**src/rtl/button_pkg.sv**
```systemverilog
// Shared definitions for the push-button conditioner: FSM state encoding
// and the counter-width helper used by every channel.
package button_pkg;

   typedef enum logic [1:0] {
      ST_IDLE   = 2'd0,
      ST_LOCK_P = 2'd1,
      ST_HELD   = 2'd2,
      ST_LOCK_R = 2'd3
   } state_t;

   function automatic int unsigned cnt_width(input int unsigned long_cycles,
                                             input int unsigned deb_cycles);
      int unsigned top_v;
      if (long_cycles > deb_cycles) begin
         top_v = long_cycles;
      end else begin
         top_v = deb_cycles;
      end
      return $clog2(top_v + 32'd1);
   endfunction

endpackage

```
**src/rtl/button_debounce_channel.sv**
```systemverilog
// One button: polarity fold, 2-flop synchroniser, lockout debounce FSM with a
// saturating timer, and registered level/press/release/long-press outputs.
module button_debounce_channel
   import button_pkg::*;
#(
   parameter int unsigned DEBOUNCE_CYCLES = 1_000_000,
   parameter int unsigned LONG_CYCLES     = 50_000_000,
   parameter int unsigned ACTIVE_LOW      = 0
) (
   input  logic clk,
   input  logic reset_n,
   input  logic btn_in,
   output logic level,
   output logic press,
   output logic release_pulse,
   output logic long_press
);

   localparam int unsigned      CNT_W     = cnt_width(LONG_CYCLES, DEBOUNCE_CYCLES);
   localparam logic [CNT_W-1:0] DEB_LAST  = CNT_W'(DEBOUNCE_CYCLES - 32'd1);
   localparam logic [CNT_W-1:0] LONG_LAST = CNT_W'(LONG_CYCLES - 32'd1);
   // With long-press disabled the timer only needs to outrun the lockout.
   localparam logic [CNT_W-1:0] CNT_SAT   = CNT_W'((LONG_CYCLES != 32'd0) ? LONG_CYCLES
                                                                         : DEBOUNCE_CYCLES);
   localparam logic             LONG_EN   = (LONG_CYCLES != 32'd0);
   localparam logic             POL       = (ACTIVE_LOW != 32'd0);

   logic [1:0]       sync_q, sync_d;
   state_t           state_q, state_d;
   logic [CNT_W-1:0] cnt_q, cnt_d;
   logic             level_q, level_d;
   logic             press_q, press_d;
   logic             release_q, release_d;
   logic             long_q, long_d;
   logic             act_s;
   logic [CNT_W-1:0] cnt_inc_s;

   assign act_s = sync_q[1];

   // Next-state, timer and output-pulse logic.
   always_comb begin
      sync_d    = {sync_q[0], btn_in ^ POL};
      state_d   = state_q;
      cnt_d     = cnt_q;
      level_d   = level_q;
      press_d   = 1'b0;
      release_d = 1'b0;
      long_d    = 1'b0;
      if (cnt_q >= CNT_SAT) begin
         cnt_inc_s = cnt_q;
      end else begin
         cnt_inc_s = cnt_q + CNT_W'(1);
      end

      case (state_q)
         ST_IDLE: begin
            level_d = 1'b0;
            if (act_s) begin
               state_d = ST_LOCK_P;
               level_d = 1'b1;
               press_d = 1'b1;
               cnt_d   = '0;
            end else begin
               state_d = ST_IDLE;
            end
         end
         ST_LOCK_P: begin
            cnt_d = cnt_inc_s;
            if (cnt_q == DEB_LAST) begin
               state_d = ST_HELD;
            end else begin
               state_d = ST_LOCK_P;
            end
         end
         ST_HELD: begin
            // A release on the threshold cycle takes priority over long-press.
            if (!act_s) begin
               state_d = ST_LOCK_R;
               cnt_d   = '0;
            end else begin
               cnt_d = cnt_inc_s;
               if (LONG_EN && (cnt_q == LONG_LAST)) begin
                  long_d = 1'b1;
               end else begin
                  long_d = 1'b0;
               end
            end
         end
         ST_LOCK_R: begin
            cnt_d = cnt_inc_s;
            if (cnt_q == DEB_LAST) begin
               state_d   = ST_IDLE;
               level_d   = 1'b0;
               release_d = 1'b1;
            end else begin
               state_d = ST_LOCK_R;
            end
         end
         default: begin
            state_d = ST_IDLE;
            level_d = 1'b0;
            cnt_d   = '0;
         end
      endcase
   end

   // State, synchroniser and output registers.
   always_ff @(posedge clk or negedge reset_n) begin
      if (!reset_n) begin
         sync_q    <= 2'b00;
         state_q   <= ST_IDLE;
         cnt_q     <= '0;
         level_q   <= 1'b0;
         press_q   <= 1'b0;
         release_q <= 1'b0;
         long_q    <= 1'b0;
      end else begin
         sync_q    <= sync_d;
         state_q   <= state_d;
         cnt_q     <= cnt_d;
         level_q   <= level_d;
         press_q   <= press_d;
         release_q <= release_d;
         long_q    <= long_d;
      end
   end

   assign level         = level_q;
   assign press         = press_q;
   assign release_pulse = release_q;
   assign long_press    = long_q;

endmodule

```
**src/rtl/button_debounce_array.sv**
```systemverilog
// Multi-channel push-button conditioner; each bit of btn_in gets its own
// independent debounce channel.
module button_debounce_array
   import button_pkg::*;
#(
   parameter int unsigned CHANNELS        = 4,
   parameter int unsigned DEBOUNCE_CYCLES = 1_000_000,
   parameter int unsigned LONG_CYCLES     = 50_000_000,
   parameter int unsigned ACTIVE_LOW      = 0
) (
   input  logic                clk,
   input  logic                reset_n,
   input  logic [CHANNELS-1:0] btn_in,
   output logic [CHANNELS-1:0] level,
   output logic [CHANNELS-1:0] press,
   output logic [CHANNELS-1:0] release_pulse,
   output logic [CHANNELS-1:0] long_press
);

   for (genvar g = 0; g < CHANNELS; g++) begin : g_ch
      button_debounce_channel #(
         .DEBOUNCE_CYCLES (DEBOUNCE_CYCLES),
         .LONG_CYCLES     (LONG_CYCLES),
         .ACTIVE_LOW      (ACTIVE_LOW)
      ) u_ch (
         .clk           (clk),
         .reset_n       (reset_n),
         .btn_in        (btn_in[g]),
         .level         (level[g]),
         .press         (press[g]),
         .release_pulse (release_pulse[g]),
         .long_press    (long_press[g])
      );
   end

endmodule

```
**config.mk**
```make
export PLATFORM = sky130hd
export DESIGN_NAME = button_debounce_array
export DESIGN_NICKNAME = d
export VERILOG_FILES = /design/src/rtl/button_pkg.sv /design/src/rtl/button_debounce_channel.sv /design/src/rtl/button_debounce_array.sv
export SDC_FILE = /design/constraint.sdc
export NUM_CORES = 1
export LEC_CHECK = 0
export BUFFER_PORTS_ARGS = -buffer_cell sky130_fd_sc_hd__clkbuf_2
export CAP_MARGIN = 25
export CORE_UTILIZATION = 50
export CTS_CLUSTER_DIAMETER = 30
export DETAILED_ROUTE_END_ITERATION = 8
export GPL_ROUTABILITY_DRIVEN = 0
export PLACE_DENSITY = 0.73
export SYNTH_ARGS = -nofsm -noshare
export SYNTH_HDL_FRONTEND = slang
export SYNTH_HIERARCHICAL = 1
export SYNTH_SLANG_ARGS = --single-unit
```
**constraint.sdc**
```tcl
create_clock -name clk -period 2.15 [get_ports clk]
set_input_delay 0.645 -clock clk [delete_from_list [all_inputs] [get_ports clk]]
set_output_delay 0.645 -clock clk [all_outputs]
set_load 0.005 [all_outputs]
```
[After elaboration in Yosys (flattened, before gate mapping)]
Cells that the tools add are included.
Storage, ports and cells
  register bits after elaboration: 136
  bits of input ports: 6
  output and inout port bits: 16
  logic and storage cells: 156
Operators by class
  add/subtract/negate cells: 4
  magnitude comparators: 4
  eq/ne operators: 32
  multiplexer cells: 72
  reductions and logical operators: 16
Operators by type and width (count)
  $mux W26: 12
  $pmux W26 S3: 4
  $add A26 B1 Y26 const B: 4
  $eq A26 B20 Y1 const B: 4
  $eq A26 B26 Y1 const B: 4
  $ge A26 B26 Y1 const B: 4
  $mux W1: 36
  $pmux W2 S4: 4
  $mux W2: 12
  $eq A2 B2 Y1 const B: 8
  $ne A2 B1 Y1 const B: 8
  $eq A2 B1 Y1 const B: 4
  $logic_not A2 Y1: 4
  $ne A2 B2 Y1 const B: 4
  $pmux W1 S2: 4
  $reduce_and A2 Y1: 4
  $reduce_bool A2 Y1: 4
  $reduce_or A2 Y1: 4

[Longest topological paths before layout]
Gate-level depths: netlist (run 1).
  word-level depth: 4
  mapped depth: 7
  mapped depth without buffers: 6

[By module]
The synthesis (run 1) kept the hierarchy.
By module, submodules not included
  button_debounce_channel at g_ch[0].u_ch ...: instances 2, cells an instance 198, area an instance 1941.9 um^2, sequential area each 850.8 um^2
  button_debounce_channel at g_ch[3].u_ch: instances 1, cells an instance 228, area an instance 2015.7 um^2, sequential area each 850.8 um^2
  button_debounce_channel at g_ch[1].u_ch: instances 1, cells an instance 201, area an instance 1954.4 um^2, sequential area each 850.8 um^2

[Worst setup path after synthesis (run 1)]
No wires, ideal clock.
  path kind: register to register
  start point: register g_ch[3].u_ch.cnt_q[0]
  end point: register g_ch[3].u_ch.cnt_q[22]
  setup time: 0.070 ns
  data arrival time: 1.931 ns
  data required time: 2.080 ns
  slack: 0.149 ns
  cell stages (with the launch flop): 8
  path buffers: 1
  period minus slack after synthesis: 2.001 ns
  path through: dfrtp_1 -> ha_1 -> and3_1 -> buf_2 -> nand3_2 -> or4_4 -> or4b_1 -> nand3_1
On the way
  cells in the longest elaborated chain, start to end: 4
  elaborated cells on any way between the ends: 5
  classes of those cells: add/sub (1); order compare (1); mux (3)
Ends and longest elaborated chain
  start: declaration: line button_debounce_channel.sv:30  | logic [CNT_W-1:0] cnt_q, cnt_d;
  start signal: assignment: line button_debounce_channel.sv:120  | cnt_q <= cnt_d;
  $add A26 B1 Y26 or $ge A26 B26 Y1 (tied branches): line button_debounce_channel.sv:52, button_debounce_channel.sv:49
  $mux W26 *: line button_debounce_channel.sv:49  | if (cnt_q >= CNT_SAT) begin
  $mux W26: line button_debounce_channel.sv:77  | if (!act_s) begin
  $pmux W26 S3 *: line button_debounce_channel.sv:55  | case (state_q)
Mark *: on every way between the ends. The rest lies on a longest branch, timed or not.
A chain may end at the register's enable or synchronous reset.

[Worst setup path in the final report (run 1)]
  start point: register g_ch[2].u_ch.cnt_q[11]
  end point: register g_ch[2].u_ch.cnt_q[13]
On the way
  cells in the longest elaborated chain, start to end: 4
  elaborated cells on any way between the ends: 5
  classes of those cells: add/sub (1); order compare (1); mux (3)
Ends and longest elaborated chain (line)
  start: declaration: button_debounce_channel.sv:30
  start signal: assignment: button_debounce_channel.sv:120
  $add A26 B1 Y26 or $ge A26 B26 Y1 (tied branches): button_debounce_channel.sv:52, button_debounce_channel.sv:49
  $mux W26 *: button_debounce_channel.sv:49
  $mux W26: button_debounce_channel.sv:77
  $pmux W26 S3 *: button_debounce_channel.sv:55
Marks and branches as above.

==> flow_summary.toml, run 1 <==
[die]
coreArea_um2 = 15300
die-height_um = 127
die_area_um2 = 16200
chipWidth_um = 127
rows = 45
start_util = 0.515
io-pin-count = 22

[setup_path]
timing.critical_path.buf_inv = 1
timing.critical_path.max_delay_family = "simple AND/OR/NAND/NOR gates"
endpoint_kind = "flop"
cpMaxStageDelayCell = "sky130_fd_sc_hd__or4_4"
ff2ff_setup_slack_ns = 0.07
cp.required_ns = 2.51
r2r_start = "g_ch[2].u_ch/cnt_q[11]$_DFFE_PN0P_"
crit_path_max_fanout = 17
setup.worst_path.class = "reg -> reg"
rr_worst_depth = 6
slowest_delay_ns = 0.57
rr_endpoint = "g_ch[2].u_ch/cnt_q[13]$_DFFE_PN0P_"
critical_path.cell_chain = "or4_4 -> o22ai_4 -> o31ai_2 -> buf_12 -> or4_1 -> nand3_1"
cp_data_arrival_time_ns = 2.43
setup.worst_path.start = "g_ch[2].u_ch/cnt_q[11]$_DFFE_PN0P_"
setup.worst_path.start_class = "flop"

[final_layout]
layout-drive-gt1-share = 0.204
utilization = 0.609
layout.cells.most_common = "sky130_fd_sc_hd__dfrtp_1"
layout.cells.most_common_list = "136 x sky130_fd_sc_hd__dfrtp_1, 90 x sky130_fd_sc_hd__buf_4, 88 x sky130_fd_sc_hd__nand2_1"
finish.net_count = 923
area_growth_syn_to_layout_pct = 18.3
antenna_cells = 0

[clock_tree]
tritoncts = "built"
numClockSinks = 136
clock_insertion_delay_worst_skew_ns = 0.42
cts_root_buf = "sky130_fd_sc_hd__clkbuf_16"
cts-htree-levels = 4
max-clock-path-buffers = 2
clk_pin_slew_ns = 0.06
cts.repair_timing.setup_buffer_count = 0
cts-buffers-inserted = 17

[logic_synthesis]
yosysWarningCount = 6
syn-cell-area_um2 = 7850
ys_top_cells_by_area = "sky130_fd_sc_hd__dfrtp_1 43%, sky130_fd_sc_hd__nand2_1 4.2%, sky130_fd_sc_hd__nand3_1 4.0%, sky130_fd_sc_hd__o31ai_1 3.4%, sky130_fd_sc_hd__o211ai_1 2.5%"
ys_seq_elements = 136
synthesis.instances = 825
dominantRegCellSynth = "sky130_fd_sc_hd__dfrtp_1"
synth-async-reset-ratio = 1.00
post-synth-top-area-cell = "sky130_fd_sc_hd__dfrtp_1"
yosys.area.top_type_share = 0.433
synth.yosys.seq_area_share = 0.433
synth.net_count = 839
synth-edff-count = 0
synth_cell_types = 75
syn_avg_cell_area_um2 = 9.52

[sta]
timing.final.crit_share = 0.965
final_setup_skew_ns = 0.0107
setup-violations-final = 0
fin_tns_setup_ns = 0
post-route-min-period_ns = 2.08
rsz0062_at_grt = "true"
report.final.slew_viol_count = 0
maxSlewHeadroom = 0.456
worstMarginPinSlew_ns = 0.811
hold_viol_final = 0
max_freq_mhz = 482

[route]
wirelength_mm = 19.5
firstDrtPassIters = 5
dr.first_iter.drc_count = 613
final_antenna_net_count = 0
drt_drc_violations_left = 0
via_count = 7152
routed_wire_length_per_instance_um = 17.2
vias_cell = 6.31

[run]
cap_viol_max_count = 0

[place]
dpl.hpwl_mm = 13.5
port_buffers = 21

[power_and_ir_drop]
p_per_area_nw_per_um2 = 742
worst_ir_drop_vdd_mv = 0.635
report.power.total_uw = 6900
p_leak_uw = 0.00389

[global_routing]
grt_pass1_vias = 6650
pin_count_of_the_biggest_net_entering_global_routing = 40
globalRouteOverflowTotal = 0
grt_antenna_before_repair = 0
gr-usage-all-layers = 0.256
first_pass_grt_wire_length_mm = 33.2

[hold_path]
worst_hold_path_type = "in -> async"

[status]
status = "completed"
[timing repair]
item | 4_1_cts | 5_1_grt
setup endpoints to repair | 0 | 17
hold buffers | 0 | 0
gates resized for setup | 0 | 9
[how the worst max path moves through the flow]
stage / end / depth (start not counted)
2_1_floorplan: g_ch[3].u_ch/cnt_q[22]$_DFFE_PN0P_ / 7
3_3_place_gp: g_ch[2].u_ch/cnt_q[13]$_DFFE_PN0P_ / 6
3_5_place_dp: g_ch[2].u_ch/cnt_q[13]$_DFFE_PN0P_ / 6
4_1_cts: g_ch[2].u_ch/cnt_q[13]$_DFFE_PN0P_ / 6
5_1_grt: g_ch[3].u_ch/cnt_q[17]$_DFFE_PN0P_ / 5
6_report: g_ch[2].u_ch/cnt_q[13]$_DFFE_PN0P_ / 6
[synth_stat cells, drive strengths merged (9+ instances only)]
cell type and number:
nand3 65, and3 10, nand4 25, a21o 13, a211o 9, nor2 33
dfrtp 136, or4 15, nor4b 11, o21ai 30, o311ai 25, nor3 30
inv 23, nor4 21, or3 15, a31oi 27, nand2 90, clkbuf 28
a21oi 18, o211ai 29, nor3b 11, o31ai 39, buf 19
[cells by family after synthesis]
kind of cell    count (synthesis)  synth area share
simple gates                  355             0.251
buf+inv                        72            0.0527
compound gates                245             0.240
xor+xnor                        9            0.0100
fa+ha+maj                       8            0.0127
flops                         136             0.433
[layout make-up]
type	count	area, um2
inverter	23	86.3
fill	1282	5960
multi-input combinational	617	4080
clock inverter	11	146
tap	211	264
timing repair buffer	114	847
sequential	136	3400
clock buffer	21	470
[power by group]
| group | total (uW) | leakage (uW) | switching [uW] | internal [uW] |
|---|---|---|---|---|
| combinational | 759 | 0.00180 | 405 | 354 |
| sequential | 3110 | 0.00180 | 292 | 2820 |
| clock | 3030 | 0.000287 | 1120 | 1910 |
[sequential cells by signal, summed over array words and instances, names as in the netlist]
signal	cells
g_ch.u_ch/press	4
g_ch.u_ch/state_q	8
g_ch.u_ch/cnt_q	104
g_ch.u_ch/sync_q	8
g_ch.u_ch/release_pulse	4
g_ch.u_ch/long_press	4
g_ch.u_ch/level	4
[layer usage]
metal  part of all wire  track usage  up-vias
met5                  0            0        -
met4              0.011       0.0777        0
met3              0.046       0.0523       20
met2               0.48        0.409      207
met1               0.47        0.352     3525
li1                   -            -     3400
[per-stage QoR]
step	hold slack, ns	cells	worst slack, ns	instance area, um2
2_1_floorplan	0.331	825	0.149	7850
5_1_grt	0.102	1133	-0.00864	9290
3_3_place_gp	0.331	1101	0.110	8640
3_5_place_dp	0.336	1101	0.0764	8640
6_report	0.0998	1133	0.0747	9290
4_1_cts	0.0902	1133	0.0479	9250
Note: power is estimated with default switching activity, not from simulation.
==> run 2: changes to the inputs <==
--- a/config.mk
+++ b/config.mk
@@ -14,5 +14,4 @@
 export PLACE_DENSITY = 0.73
 export SYNTH_ARGS = -nofsm -noshare
 export SYNTH_HDL_FRONTEND = slang
-export SYNTH_HIERARCHICAL = 1
 export SYNTH_SLANG_ARGS = --single-unit
==> constraint.sdc (replaced) <==
create_clock -name clk -period 1.9 [get_ports clk]
set_input_delay 0.57 -clock clk [delete_from_list [all_inputs] [get_ports clk]]
set_output_delay 0.57 -clock clk [all_outputs]
set_load 0.005 [all_outputs]
==> run 2 against run 1 <==
  * The run now ends with negative setup slack left
  * Largest cell class unchanged
  * Count of clock-buffer cells in the layout rose by 3
  * Global-route usage rose by 2.7 points
  * Critical path depth rose by 1
  * Fmax fell by 10%
  * Critical endpoint is now g_ch[1].u_ch.cnt_q[11]$_DFFE_PN0P_
==> flow_summary.toml, run 2 <==
[sta]
final_setup_skew_ns = 0.0105
setup-violations-final = 87
max_freq_mhz = 433
maxSlewHeadroom = 0.571
post-route-min-period_ns = 2.31
timing.final.crit_share = 1.22
worst_slack_ns = -0.411
worstMarginPinSlew_ns = 0.641
hold_viol_final = 0
rsz0062_at_grt = "true"
report.final.slew_viol_count = 0

[setup_path]
crit_path_max_fanout = 3
cpMaxStageDelayCell = "sky130_fd_sc_hd__or4_4"
timing.critical_path.buf_inv = 1
endpoint_kind = "flop"
ff2ff_setup_slack_ns = -0.41
slowest_delay_ns = 0.55
crit_cells = 7
critical_path.cell_chain = "or4_4 -> o311a_4 -> a21oi_4 -> buf_6 -> nand2_2 -> o211a_1 -> a211o_1"
cp_data_arrival_time_ns = 2.61
setup.worst_path.start_class = "flop"
r2r_start = "g_ch[1].u_ch.cnt_q[8]$_DFFE_PN0P_"
setup.worst_path.class = "reg -> reg"
rr_worst_depth = 7
timing.critical_path.max_delay_family = "compound AO/OA/AOI/OAI gates"
setup.worst_path.start = "g_ch[1].u_ch.cnt_q[8]$_DFFE_PN0P_"
cp.required_ns = 2.20

[logic_synthesis]
post-synth-top-area-cell = "sky130_fd_sc_hd__dfrtp_1"
yosys.area.top_type_share = 0.443
dominantRegCellSynth = "sky130_fd_sc_hd__dfrtp_1"
syn-cell-area_um2 = 7680
synth_cell_types = 64
synth_commonest_cells = "136 x sky130_fd_sc_hd__dfrtp_1, 81 x sky130_fd_sc_hd__o21ai_0, 71 x sky130_fd_sc_hd__nand2_1"
synth-edff-count = 0
yosysMostFrequentCell = "sky130_fd_sc_hd__dfrtp_1"
synth.net_count = 867
ys_seq_elements = 136
synth-async-reset-ratio = 1.00
ys_top_cells_by_area = "sky130_fd_sc_hd__dfrtp_1 44%, sky130_fd_sc_hd__o21ai_0 5.3%, sky130_fd_sc_hd__nand3_1 4.0%, sky130_fd_sc_hd__nand2_1 3.5%, sky130_fd_sc_hd__nand4_1 2.9%"
yosysWarningCount = 0
synth.yosys.seq_area_share = 0.443
synthesis.instances = 853
syn_avg_cell_area_um2 = 9.01

[final_layout]
registers_with_the_most_flip_flops = "g_ch.u_ch.cnt_q x104, g_ch.u_ch.state_q x8, g_ch.u_ch.sync_q x8"
finish.net_count = 1028
layout.cells.most_common = "sky130_fd_sc_hd__buf_4"
final_area_um2 = 10800
layout.cells.most_common_list = "145 x sky130_fd_sc_hd__buf_4, 135 x sky130_fd_sc_hd__dfrtp_1, 60 x sky130_fd_sc_hd__o21ai_1"
max_reg_flops = 104
layout-drive-gt1-share = 0.377
area_growth_syn_to_layout_pct = 40.8
top_reg_by_flops = "g_ch.u_ch.cnt_q"
antenna_cells = 0

[route]
firstDrtPassIters = 6
vias_cell = 6.71
wirelength_mm = 24.5
via_count = 8125
drt_drc_violations_left = 0
final_antenna_net_count = 0
dr.first_iter.drc_count = 1077
routed_wire_length_per_instance_um = 20.3

[status]
status = "complete, but fails checks"
failed_checks = "negative setup slack"

[global_routing]
grt_antenna_before_repair = 0
globalRouteOverflowTotal = 0
grt_pass1_vias = 7637
pin_count_of_the_biggest_net_entering_global_routing = 40
first_pass_grt_wire_length_mm = 36.5
gr-usage-all-layers = 0.283

[clock_tree]
tritoncts = "built"
clk_pin_slew_ns = 0.06
clock_insertion_delay_worst_skew_ns = 0.43
max-clock-path-buffers = 2
numClockSinks = 136
cts-buffers-inserted = 17
cts_root_buf = "sky130_fd_sc_hd__clkbuf_16"
cts-htree-levels = 4

[power_and_ir_drop]
power_switching_uw = 2130
p_per_area_nw_per_um2 = 747
p_leak_uw = 0.00467
report.power.total_uw = 8070
p_clk_frac = 0.424
seq_power_share = 0.431
int_power_uw = 5950
p_sw_frac = 0.263
worst_ir_drop_vdd_mv = 0.849
logic_gate_share_of_total_power = 0.145

[die]
chipWidth_um = 126
start_util = 0.521
rows = 44
die-height_um = 126
die_area_um2 = 15900
io-pin-count = 22
coreArea_um2 = 14800

[place]
pre_cts_ws_ns = -0.374
total_placed_instance_area_um2 = 8980
port_buffers = 21
dpl.hpwl_mm = 14.4

[hold_path]
worst_hold_path_type = "in -> async"

[run]
cap_viol_max_count = 0
==> run 2: changes by cell type after synthesis, moves of 14 or more <==
cell	change
sky130_fd_sc_hd__buf_4	+16
sky130_fd_sc_hd__o311ai_1	-15
sky130_fd_sc_hd__o21ai_0	+56
sky130_fd_sc_hd__nor2_1	+19
sky130_fd_sc_hd__o211ai_1	-18
sky130_fd_sc_hd__o41ai_1	+14
sky130_fd_sc_hd__xor2_1	+14
sky130_fd_sc_hd__o31ai_1	-17
sky130_fd_sc_hd__a21oi_1	+16
sky130_fd_sc_hd__and3_1	+15
sky130_fd_sc_hd__nand2_1	-17
sky130_fd_sc_hd__clkbuf_1	+19
==> run 2: kinds of logic after synthesis <==
| group | share of synthesized area |
|---|---|
| buffers and inverters | 0.0524 |
| xor gates and xnor gates | 0.0274 |
| and+or+nand+nor | 0.254 |
| DFF | 0.443 |
| adders and majority gates | 0.0130 |
| AOI/OAI and AO/OA | 0.211 |
==> run 2: metrics by stage <==
stage	TNS [ns]	std cells	hold WS, ns	utilization
2_1_floorplan	-7.64	853	0.274	-
3_3_place_gp	-9.38	1144	0.335	0.608
3_5_place_dp	-13.90	1144	0.339	0.608
4_1_cts	-10.89	1191	0.0617	0.684
5_1_grt	-27.25	1210	0.0802	0.733
6_report	-20.75	1210	0.0559	0.733
==> run 2: worst paths after layout <==
check                                                     end
hold reg to reg              g_ch[3].u_ch.sync_q[1]$_DFF_PN0_
hold / removal              g_ch[2].u_ch.cnt_q[9]$_DFFE_PN0P_
setup reg to reg           g_ch[1].u_ch.cnt_q[11]$_DFFE_PN0P_
min in group clk             g_ch[1].u_ch.sync_q[0]$_DFF_PN0_
setup / recovery           g_ch[1].u_ch.cnt_q[11]$_DFFE_PN0P_
max in group asynchronous  g_ch[3].u_ch.cnt_q[11]$_DFFE_PN0P_
==> run 2: metal layers <==
layer / track usage / part of all wire / vias up
li1: - / - / 3567
met1: 0.363 / 0.40 / 3993
met2: 0.464 / 0.50 / 484
met4: 0.117 / 0.024 / 0
met5: 0 / 0 / -
met3: 0.0616 / 0.071 / 81
==> run 2: layout make-up <==
type	count	area, um2
sequential	136	3400
clock inverter	7	115
clock buffer	24	502
multi-input combinational	633	4800
tap	184	230
fill	955	3940
timing repair buffer	206	1690
inverter	20	75.1
==> run 2: repair_timing <==
item | 4_1_cts | 5_1_grt
gates resized for setup | 112 | 129
pin swaps | 43 | 72
cloned | 0 | 1
setup endpoints to repair | 89 | 107
hold buffers | 0 | 0
buffers inserted | 16 | 19
==> run 2: worst reg2reg max path, stage by stage, from the launching register on <==
cell	delay, ns
sky130_fd_sc_hd__dfrtp_1	0.39
sky130_fd_sc_hd__or4_4	0.55
sky130_fd_sc_hd__o311a_4	0.39
sky130_fd_sc_hd__a21oi_4	0.22
sky130_fd_sc_hd__buf_6	0.14
sky130_fd_sc_hd__nand2_2	0.05
sky130_fd_sc_hd__o211a_1	0.23
sky130_fd_sc_hd__a211o_1	0.23
==> run 2: power by group through the flow <==
stage	clock network, uW	registers, uW	logic [uW]
after floorplan	0	3420	554
after global placement	0	3440	881
after detailed placement	0	3460	930
after CTS	3450	3420	1010
after global routing	3590	3510	1280
final	3430	3480	1170
